### src/rtl/reset_sequencer.sv
// reset_sequencer: staggered active-low domain resets from power-on, debounced button or software request
module reset_sequencer #(
  parameter int NUM_DOMAINS     = 4,
  parameter int POR_CYCLES      = 30,
  parameter int STAGGER_CYCLES  = 10,
  parameter int DEBOUNCE_CYCLES = 16,
  parameter int SYNC_STAGES     = 2
) (
  input  logic                   clk,
  input  logic                   reset_n,
  input  logic                   push_button,
  input  logic                   sw_reset_req,
  output logic [NUM_DOMAINS-1:0] domain_reset_n,
  output logic                   reset_busy,
  output logic [1:0]             reset_cause
);
  localparam int LAST = POR_CYCLES + (NUM_DOMAINS - 1) * STAGGER_CYCLES;
  localparam int W    = $clog2(POR_CYCLES + NUM_DOMAINS * STAGGER_CYCLES + 1);
  localparam int DW   = $clog2(DEBOUNCE_CYCLES + 1);
  typedef enum logic [1:0] {S_ASSERT, S_RELEASE, S_RUN} state_t;
  state_t                 state, state_d;
  logic [W-1:0]           cnt, cnt_d, cnt_inc;
  logic [SYNC_STAGES-1:0] sync;
  logic [DW-1:0]          db_cnt;
  logic                   deb, deb_q, btn_trig, trig;
  logic [NUM_DOMAINS-1:0] dom_d;
  logic                   busy_d;
  logic [1:0]             cause_d;
  always_ff @(posedge clk or negedge reset_n)
    if (!reset_n) begin
      sync   <= '0;
      deb    <= 1'b0;
      deb_q  <= 1'b0;
      db_cnt <= '0;
    end else begin
      sync  <= {sync[SYNC_STAGES-2:0], push_button};
      deb_q <= deb;
      if (sync[SYNC_STAGES-1] == deb) db_cnt <= '0;
      else if (db_cnt == DW'(DEBOUNCE_CYCLES - 1)) begin
        deb    <= ~deb;
        db_cnt <= '0;
      end else db_cnt <= db_cnt + DW'(1);
    end
  assign btn_trig = deb & ~deb_q;
  assign trig     = btn_trig | sw_reset_req;
  assign cnt_inc  = cnt + W'(1);
  always_ff @(posedge clk or negedge reset_n)
    if (!reset_n) begin
      state          <= S_ASSERT;
      cnt            <= '0;
      domain_reset_n <= '0;
      reset_busy     <= 1'b1;
      reset_cause    <= 2'b00;
    end else begin
      state          <= state_d;
      cnt            <= cnt_d;
      domain_reset_n <= dom_d;
      reset_busy     <= busy_d;
      reset_cause    <= cause_d;
    end
  // ASSERT only counts while the button is not held; RELEASE always counts
  always_comb begin
    state_d = state;
    cnt_d   = cnt;
    if (trig) begin
      state_d = S_ASSERT;
      cnt_d   = '0;
    end else if (state == S_RELEASE || (state == S_ASSERT && !deb)) begin
      cnt_d = cnt_inc;
      if (cnt_inc == W'(LAST)) state_d = S_RUN;
      else if (cnt_inc == W'(POR_CYCLES)) state_d = S_RELEASE;
    end
  end
  // domain k is free once the count reaches its release edge; the count holds in RUN
  always_comb begin
    for (int k = 0; k < NUM_DOMAINS; k++)
      dom_d[k] = cnt_d >= W'(POR_CYCLES + k * STAGGER_CYCLES);
    busy_d  = ~&dom_d;
    cause_d = btn_trig ? 2'b01 : sw_reset_req ? 2'b10 : reset_cause;
  end
endmodule

### config.mk
export PLATFORM = sky130hd
export DESIGN_NAME = reset_sequencer
export DESIGN_NICKNAME = d
export VERILOG_FILES = /design/src/rtl/reset_sequencer.sv
export SDC_FILE = /design/constraint.sdc
export NUM_CORES = 1
export LEC_CHECK = 0
export BUFFER_PORTS_ARGS = -buffer_cell sky130_fd_sc_hd__clkbuf_2
export CAP_MARGIN = 20
export CORE_MARGIN = 8
export CORE_UTILIZATION = 31
export CTS_CLUSTER_DIAMETER = 40
export CTS_CLUSTER_SIZE = 28
export DETAILED_ROUTE_END_ITERATION = 16
export GPL_TIMING_DRIVEN = 0
export HOLD_SLACK_MARGIN = 0.05
export PLACE_DENSITY = 0.45
export SLEW_MARGIN = 20
export SYNTH_ARGS = -nofsm -noshare
export SYNTH_HDL_FRONTEND = slang
export SYNTH_SLANG_ARGS = --single-unit
### constraint.sdc
create_clock -name clk -period 5.6 [get_ports clk]
set_input_delay 0.84 -clock clk [delete_from_list [all_inputs] [get_ports clk]]
set_output_delay 0.84 -clock clk [all_outputs]
set_load 0.01 [all_outputs]
==> out/qor.csv, run 1 <==
metric;value;unit
outcome;complete, no violations;
initial_core_util;32.4;%
ys_warn_count;0;
numCtsBuffers;3;
power_frac_comb;16.0;%
drtPass1Iterations;4;
hold_path_startpoint;sync[0];
clock_power_share;30.8;%
path_max_fanout;9;
switching_power;105;uW
power.leakage;0.000719;uW
min_period;2.06;ns
worstSetupStartpointType;primary input;
finalHoldViolations;0;
finalSetupViolations;0;
timing.rr.start;cnt[0];
num_rows;23;
clk_latency;0.27;ns
n_fill_cell;405;
multiInputGateArea;617;um2
grt_max_degree;26;
worstRegToRegCells;7;
cts_root_buf;clkbuf_8;
cts_sinks;25;
syn_area;0.00130;mm2
wirelength;2640;um
max_freq;485;MHz
reg2reg_to;state[0];
report.final.slew_viol_count;0;
fin_nets;146;
synthFlopType;dfrtp_1;
drc;0;
grt_usage;9.07;%
finalNonFillerCells;188;
portBuffers;10;
final_common_cell;dfrtp_1;
cts_setup_buffers;0;
fin_skew;0.00732;ns
power.density;251;mW/mm2
hold_ws;0.360;ns
cts-htree-levels;1;
syn_inst;124;
synth-async-reset-ratio;100;%
grt_pass1_vias;967;
setup_tns;0;ns
areaGrowthSynthToFinish;12.5;%
min_path_type;flip-flop to flip-flop;
synth_edf_count;0;
synth_top_area_share;46.1;%
p_int;263;uW
most-common-layout-cells;dfrtp_1 (24), nor2_1 (10), clkbuf_2 (10);
worst-slew-pin-transition;0.629;ns
synth_nets;131;
ios;11;
max-cap-violations;0;
power_switching_share;28.5;%
die_area;0.00654;mm2
critPathArrivalTime;2.26;ns
reg2reg_slack;3.61;ns
cts_tree;done;
synth-seq-area-share;48.1;%
power;368;uW
detail-route-antenna-nets;0;
regArea;627;um2
post-route-util;36.4;%
dr_total_vias;944;
crit_required;5.80;ns
cts_resized;0;
synth.ff_latch_count;25;
drive_above_1_share;23.2;%
cts.path.max_buffers;2;
irDropWorstVdd;0.138;mV
synth_cell_type_count;46;
fp.dieW;80.9;um
whs_path_depth;0;
worstSetupPathType;primary input to flip-flop;
hold_buffers;0;
drtIter0Drc;37;
dpl.hpwl;1900;um
relSlewSlack;58.1;%
period_share;36.8;%
insertedDiodeCount;0;
grt_overflow;0;
place_inst;184;
routedWlPerCell;14.0;um
via_per_inst;5.02;
gp_routability_congestion;0.744;
synth_area_per_cell;10.5;um2
die-height;80.9;um
worstSetupEndpointType;flip-flop;
clk_pin_slew;0.10;ns
core-area;0.00403;mm2
yosys.area.top_type;dfrtp_1;
antenna_found_initial;0;
power_frac_seq;53.2;%
synth_area_leaders;dfrtp_1 (46%), xor2_1 (3.4%), a31oi_1 (2.9%), ha_1 (2.9%), nor2_1 (2.9%);
rsz0062_at_grt;false;
grt_pass1_wl;4710;um
worst_hold_path.endpoint;sync[1];
## Yosys cell counts, drive strengths merged, types with 2 or more instances
library cell / count
nor2: 10
nand2: 9
and2: 2
or2: 3
ha: 3
inv: 5
a21o: 3
and3: 3
o21ai: 7
a31oi: 6
nand3: 7
o21a: 4
nand2b: 2
nor3: 4
dfrtp: 24
buf: 4
o31ai: 2
xor2: 5
## per-layer routing
layer  vias to the layer above  GRT usage [%]  part of all wire (%)
li1                        482              -                     -
met1                       440           12.0                    51
met2                        20           13.2                    42
met3                         2           3.53                   6.5
met4                         0           3.04                   1.0
met5                         -              0                     0
## power by group through the flow
| stage | logic (uW) | registers [uW] | clock network [uW] |
|---|---|---|---|
| after detailed placement | 59.2 | 200 | 0 |
| after global routing | 66.2 | 197 | 126 |
| after floorplan | 45.1 | 198 | 0 |
| after global placement | 59.5 | 199 | 0 |
| final | 59.1 | 196 | 113 |
| after CTS | 59.2 | 196 | 119 |
## flip-flops by register name (all words and copies together), names as in the netlist
name	cells
sync	2
domain_reset_n	4
deb_q	1
reset_busy	1
db_cnt	5
reset_cause	2
state	2
deb	1
cnt	7
## worst max path at each step
stage          cells past startpoint           endpoint          from  slack, ns
5_1_grt                            6  domain_reset_n[0]  sw_reset_req       3.28
2_1_floorplan                      5  domain_reset_n[3]  sw_reset_req       3.63
3_5_place_dp                       6  domain_reset_n[3]  sw_reset_req       3.25
4_1_cts                            6  domain_reset_n[0]  sw_reset_req       3.52
6_report                           6  domain_reset_n[2]  sw_reset_req       3.54
3_3_place_gp                       6  domain_reset_n[0]  sw_reset_req       3.19
## stage by stage
step	worst slack, ns	area [um2]
6_report	3.54	1470
3_5_place_dp	3.25	1420
4_1_cts	3.52	1470
3_3_place_gp	3.19	1420
5_1_grt	3.28	1470
2_1_floorplan	3.63	1300
## layout make-up
class	count	area share, %
Tap cell	50	4.27
Clock inverter	1	0.597
Inverter	5	1.28
Timing Repair Buffer	10	3.41
Clock buffer	3	2.82
Buffer	4	2.82
Multi-Input combinational cell	90	42.1
Sequential cell	25	42.7
## worst max-delay path, stage by stage
cell,delay [ns]
clkbuf_2,0.11
nor2_1,0.34
nand2_2,0.22
nor4b_1,0.41
a221oi_1,0.13
a31oi_1,0.20
## cells by family (layout without fill, tap and decap cells)
kind of cell	count (synthesis)	in the layout	synth area share [%]
and+or+nand+nor	46	46	19.5
AOI/OAI and AO/OA	35	35	20.7
DFF	25	25	48.1
buffers and inverters	9	23	4.61
xor gates and xnor gates	5	5	3.36
adders and majority gates	3	3	2.88
muxes	1	1	0.864
(Power assumes the default switching activity.)
==> inputs of run 2 (changes only) <==
Settings changed: ABC_AREA set to 1.
Clock period 5.6 ns to 1.9 ns, I/O delays scaled along.
==> run 2 against run 1 <==
Compared with the run above: sequential power increased to 2.8 times the previous value; clock power grew to 2.7 times the previous value; setup slack got worse by 3.2 ns; global-route usage is 0.67 points lower; combinational power up 8.6%; hold slack got worse by 0.24 ns; via count fell by 1.5%; non-clock buffer count fell by 3; power rose to 2.5 times the previous value; highest routed layer unchanged.
==> out/qor.csv, run 2 <==
metric;value;unit;change
detail-route-antenna-nets;0;;unchanged
drive_above_1_share;22.4;%;was 23.2%
power.density;657;mW/mm2;was 251 mW/mm2
synth-seq-area-share;50.2;%;was 48.1%
grt_usage;8.40;%;was 9.07%
drtIter0Drc;45;;was 37
max_freq;636;MHz;
die_area;0.00632;mm2;was 0.00654 mm2
critPathArrivalTime;1.74;ns;was 2.26 ns
relSlewSlack;58.8;%;was 58.1%
synth_edf_count;0;;unchanged
whs_path_depth;1;;was 0
report.final.slew_viol_count;0;;unchanged
synth.top_cells.by_count;nand2_1 (39), dfrtp_1 (24), inv_1 (20);;was dfrtp_1 (24), nor2_1 (10), nand2_1 (8)
clk_latency;0.26;ns;was 0.27 ns
post-route-util;36.0;%;was 36.4%
power_frac_comb;6.9;%;was 16.0%
place_area;0.00136;mm2;was 0.00142 mm2
yosys.area.top_type;dfrtp_1;;unchanged
dpl.hpwl;1800;um;was 1900 um
final_area;0.00142;mm2;was 0.00147 mm2
dr_total_vias;930;;was 944
portBuffers;10;;unchanged
initial_core_util;31.7;%;was 32.4%
setup_tns;0;ns;unchanged
finalSetupViolations;0;;unchanged
p_int;716;uW;was 263 uW
grt_pass1_wl;4290;um;was 4710 um
syn_inst;146;;was 124
synth_area_per_cell;8.56;um2;was 10.5 um2
synth_cell_type_count;25;;was 46
switching_power;215;uW;was 105 uW
max-cap-violations;0;;unchanged
numCtsBuffers;3;;unchanged
most-common-layout-cells;nand2_1 (39), dfrtp_1 (24), inv_1 (20);;was dfrtp_1 (24), nor2_1 (10), clkbuf_2 (10)
power_frac_seq;59.8;%;was 53.2%
grt_pass1_vias;987;;was 967
cts_tree;done;;unchanged
final_common_cell;nand2_1;;was dfrtp_1
met2_wirelength;1090;um;was 1100 um
largest-register;cnt;;unchanged
worstSetupEndpointType;flip-flop;;unchanged
drc;0;;unchanged
n_fill_cell;421;;was 405
routedWlPerCell;10.9;um;was 14.0 um
min_path_type;primary input to flip-flop;;was flip-flop to flip-flop
clock_power_share;33.3;%;was 30.8%
worstSetupStartpointType;flip-flop;;was primary input
drt-met1-wl;1070;um;was 1340 um
worst-slew-pin-transition;0.618;ns;was 0.629 ns
synth_area_leaders;dfrtp_1 (48%), nand2_1 (12%), inv_1 (6.0%), nand3_1 (5.2%), nand2_2 (3.5%);;was dfrtp_1 (46%), xor2_1 (3.4%), a31oi_1 (2.9%), ha_1 (2.9%), nor2_1 (2.9%)
crit_required;2.07;ns;was 5.80 ns
wirelength;2300;um;was 2640 um
power.leakage;0.000752;uW;was 0.000719 uW
path_max_fanout;5;;was 9
grt_overflow;0;;unchanged
syn_area;0.00125;mm2;was 0.00130 mm2
synth_top_area_share;48.0;%;was 46.1%
startpoint;cnt[1];;was sw_reset_req
met3WireLength;86;um;was 172 um
power;931;uW;was 368 uW
synthFlopType;dfrtp_1;;unchanged
insertedDiodeCount;0;;unchanged
ios;11;;unchanged
hold_ws;0.122;ns;was 0.360 ns
via_per_inst;4.41;;was 5.02
fin_nets;169;;was 146
synth_nets;153;;was 131
cts-htree-levels;1;;unchanged
cts_setup_buffers;0;;unchanged
gp_routability_congestion;0.785;;was 0.744
synth-async-reset-ratio;100;%;unchanged
period_share;82.8;%;
power_switching_share;23.1;%;was 28.5%
irDropWorstVdd;0.406;mV;was 0.138 mV
largestRegisters;cnt: 7 flops, db_cnt: 5 flops, domain_reset_n: 4 flops;;unchanged
cts.path.max_buffers;2;;unchanged
largest_register_ffs;7;;unchanged
worstRegToRegCells;10;;was 7
hold_path_startpoint;push_button;;was sync[0]
fin_skew;0.00251;ns;was 0.00732 ns
rsz0062_at_grt;false;;unchanged
areaGrowthSynthToFinish;13.4;%;was 12.5%
worstSetupPathType;flip-flop to flip-flop;;was primary input to flip-flop
min_period;1.57;ns;
cts_sinks;25;;unchanged
maxUsedRoutingLayer;met4;;unchanged
ys_warn_count;0;;unchanged
drtPass1Iterations;4;;unchanged
timing.rr.start;cnt[1];;was cnt[0]
fp.dieW;79.5;um;was 80.9 um
core-area;0.00394;mm2;was 0.00403 mm2
antenna_found_initial;0;;unchanged
outcome;complete, no violations;;unchanged
grt_max_degree;26;;unchanged
num_rows;23;;unchanged
clk_pin_slew;0.08;ns;was 0.10 ns
cts_root_buf;clkbuf_8;;unchanged
finalHoldViolations;0;;unchanged
synth.ff_latch_count;25;;unchanged
die-height;79.5;um;was 80.9 um
synth_most_common_cell;nand2_1;;was dfrtp_1
[run 2: cell count changes in the layout (fill, tap and decap cells not counted), moves of 4 or more]
cell	change
xor2_1	-4
o21ai_0	-4
nand2_1	+31
inv_2	+5
nand2_2	+6
nand3_1	+7
inv_1	+15
a31oi_1	-6
[run 2: stage by stage]
step / setup WS, ns / instances
detailed placement: 0.325 / 206
floorplan: 0.511 / 146
CTS: 0.310 / 211
global route: 0.115 / 211
finish: 0.327 / 211
global placement: 0.314 / 206
[run 2: critical path: stages (launching register included)]
cell	delay, ns
dfrtp_1	0.43
ha_1	0.24
nand2_1	0.10
inv_2	0.08
nand2_1	0.05
nand2_1	0.07
nand2_2	0.08
a21oi_4	0.21
nand3_1	0.11
nand2_1	0.07
inv_1	0.03
[run 2: power by group through the flow]
stage	clock (uW)	combinational (uW)	sequential, uW
6_report	310	64.2	556
5_1_grt	346	77.0	559
4_1_cts	326	65.8	557
3_5_place_dp	0	63.6	567
3_3_place_gp	0	63.1	567
2_1_floorplan	0	40.6	563
[run 2: kinds of logic (layout without fill, tap and decap cells)]
| kind of cell | after synthesis | in the layout | synth area share, % |
|---|---|---|---|
| AOI/OAI and AO/OA | 11 | 11 | 6.61 |
| and+or+nand+nor | 79 | 79 | 30.4 |
| muxes | 1 | 1 | 0.901 |
| adders and majority gates | 3 | 3 | 3.00 |
| buffers and inverters | 25 | 40 | 7.51 |
| xor gates and xnor gates | 2 | 2 | 1.40 |
| DFF | 25 | 25 | 50.2 |
[run 2: layout make-up]
cell class	instances	area, um2	area share [%]
multi-input combinational	96	529	37.3
clock buffer	4	45.0	3.18
timing repair buffer	11	60.1	4.24
tap	50	62.6	4.41
sequential	25	627	44.2
inverter	25	93.8	6.62
[run 2: path summary, 6_finish.rpt]
check / slack (ns) / endpoint
max in group asynchronous: 0.94 / domain_reset_n[3]
worst max-delay path: 0.33 / domain_reset_n[2]
worst min-delay path: 0.12 / sync[0]
worst max register to register: 0.33 / domain_reset_n[2]
min in group asynchronous: 0.56 / db_cnt[4]
worst min register to register: 0.36 / sync[1]
[run 2: metal layers]
metal  track usage, %  up-vias
li1                 -      474
met1             9.88      439
met2             13.7       11
met3             2.48        6
met4             3.89        0
met5                0        -
[run 2: what timing repair did]
item                                    4_1_cts  5_1_grt
hold buffers                                  1        0
endpoints found under the setup margin        0        0
hold endpoints to repair                     24        0
gates resized for setup                       0        0
==> inputs of run 3 (changes only) <==
Clock period 1.9 ns to 1.5 ns, I/O delays scaled along.
==> run 3 against run 2 <==
Compared with the run above: the flow now finishes with violations (negative setup slack); clock power up 28%; critical path depth is the same; count of clock-buffer cells in the layout did not move; sequential share of layout area down 3.7 points; core utilization up 3.4 points; sequential power is 27% higher; setup slack worse by 0.35 ns; clock skew decreased by 0.0014 ns; power up 30%; wire length up 8.2%; critical endpoint unchanged; largest power group unchanged.
==> out/qor.csv, run 3 (synthesis gave the netlist of run 2 again) <==
metric;value;unit;change
worstSetupEndpointType;flip-flop;;unchanged
path_max_fanout;5;;unchanged
grt_max_degree;26;;unchanged
worst-slew-pin-transition;0.616;ns;was 0.618 ns
startpoint;cnt[1];;unchanged
report.final.slew_viol_count;0;;unchanged
crit_required;1.67;ns;was 2.07 ns
drtIter0Drc;47;;was 45
via_per_inst;4.43;;was 4.41
period_share;102;%;was 82.8%
post-route-util;39.3;%;was 36.0%
grt_overflow;0;;unchanged
worstSetupStartpointType;flip-flop;;unchanged
cts_tree;done;;unchanged
grt_usage;8.59;%;was 8.40%
most-common-layout-cells;nand2_1 (31), dfrtp_1 (23), inv_1 (19);;was nand2_1 (39), dfrtp_1 (24), inv_1 (20)
largest_register_ffs;7;;unchanged
worst_hold_path.endpoint;sync[0];;unchanged
gp_routability_congestion;0.785;;unchanged
min_path_type;primary input to flip-flop;;unchanged
largest-register;cnt;;unchanged
hold_path_startpoint;push_button;;unchanged
finalNonFillerCells;219;;was 211
drive_above_1_share;34.9;%;was 22.4%
fin_skew;0.00107;ns;was 0.00251 ns
reg2reg_to;domain_reset_n[2];;unchanged
finalHoldViolations;0;;unchanged
grt_pass1_vias;992;;was 987
cts-htree-levels;1;;unchanged
cts_root_buf;clkbuf_8;;unchanged
timing.rr.start;cnt[1];;unchanged
die-height;79.5;um;unchanged
clk_pin_slew;0.08;ns;about the same
reg2reg_slack;-0.02;ns;was 0.33 ns
detail-route-antenna-nets;0;;unchanged
place_inst;206;;unchanged
power.density;780;mW/mm2;was 657 mW/mm2
core-area;0.00394;mm2;unchanged
areaGrowthSynthToFinish;24.0;%;was 13.4%
num_rows;23;;unchanged
grt_pass1_wl;4360;um;was 4290 um
insertedDiodeCount;0;;unchanged
ios;11;;unchanged
relSlewSlack;58.9;%;was 58.8%
final_common_cell;nand2_1;;unchanged
antenna_found_initial;0;;unchanged
drc;0;;unchanged
cts_sinks;25;;unchanged
largestRegisters;cnt: 7 flops, db_cnt: 5 flops, domain_reset_n: 4 flops;;unchanged
max-cap-violations;0;;unchanged
layout_setup_ws;-0.0236;ns;was 0.327 ns
fp.dieW;79.5;um;unchanged
routedWlPerCell;11.3;um;was 10.9 um
cts.path.max_buffers;2;;unchanged
finalSetupViolations;4;;was 0
drtPass1Iterations;4;;unchanged
irDropWorstVdd;0.515;mV;was 0.406 mV
worstRegToRegCells;10;;unchanged
power.leakage;0.000804;uW;was 0.000752 uW
min_period;1.52;ns;was 1.57 ns
initial_core_util;31.7;%;unchanged
worstSetupPathType;flip-flop to flip-flop;;unchanged
outcome;finished, violations left;;was complete, no violations
portBuffers;10;;unchanged
dpl.hpwl;1800;um;unchanged
rsz0062_at_grt;true;;was false
die_area;0.00632;mm2;unchanged
wirelength;2490;um;was 2300 um
violations;negative setup slack;;
whs_path_depth;1;;unchanged
numCtsBuffers;3;;unchanged
dr_total_vias;970;;was 930
clk_latency;0.26;ns;about the same
critPathArrivalTime;1.69;ns;was 1.74 ns
max_freq;656;MHz;was 636 MHz
fin_nets;177;;was 169
run 3: area by class of cell:
cell class	instances	area [um2]
Sequential cell	25	628
Tap cell	50	62.6
Timing Repair Buffer	19	124
Fill cell	415	2390
Inverter	25	93.8
Multi-Input combinational cell	96	597
Clock buffer	4	45.0
run 3: worst max path at each step:
stage / slack [ns] / to / cells past startpoint
after global routing: -0.12 / domain_reset_n[2] / 10
after CTS: 0.002 / domain_reset_n[2] / 10
after detailed placement: -0.07 / domain_reset_n[2] / 10
after global placement: -0.09 / domain_reset_n[2] / 10
final: -0.02 / domain_reset_n[2] / 10
after floorplan: 0.11 / domain_reset_n[2] / 9
run 3: per-layer routing:
metal / wire [um] / part of all wire (%) / global-route usage [%] / vias up
li1: - / - / - / 489
met1: 1100 / 44 / 10.1 / 464
met2: 1260 / 51 / 14.0 / 10
met3: 74 / 3.0 / 2.48 / 7
met4: 48 / 1.9 / 3.89 / 0
met5: 0 / 0 / 0 / -
run 3: power breakdown:
part           internal, uW  total, uW  switching (uW)
Combinational          42.3        107            64.9
Clock                   190        398             208
Sequential              689        705            15.7
Total                   921       1210             289
run 3: stage by stage:
stage          total power, uW  setup WS, ns  hold slack [ns]  area (um2)  TNS (ns)
2_1_floorplan              765         0.111          -0.0706        1250         0
3_3_place_gp               798       -0.0860            0.265        1360    -0.306
3_5_place_dp               799       -0.0746            0.270        1360    -0.210
4_1_cts                   1210       0.00203           0.0557        1440         0
5_1_grt                   1270        -0.122           0.0504        1550    -0.600
6_report                  1210       -0.0236           0.0586        1550   -0.0477
run 3: worst max-delay path, stage by stage (launching register included):
cell	delay, ns
dfrtp_1	0.44
ha_4	0.18
nand2_2	0.06
inv_2	0.08
nand2_1	0.05
nand2_1	0.07
nand2_2	0.08
a21oi_4	0.24
nand3_2	0.10
nand2_2	0.08
inv_1	0.03
run 3: what timing repair did:
item                                    4_1_cts  5_1_grt
endpoints found under the setup margin        6        7
hold buffers                                  1        0
setup buffers                                 2        6
hold endpoints to repair                     24        0
resized for setup                             1       19
pin swaps                                     0       15
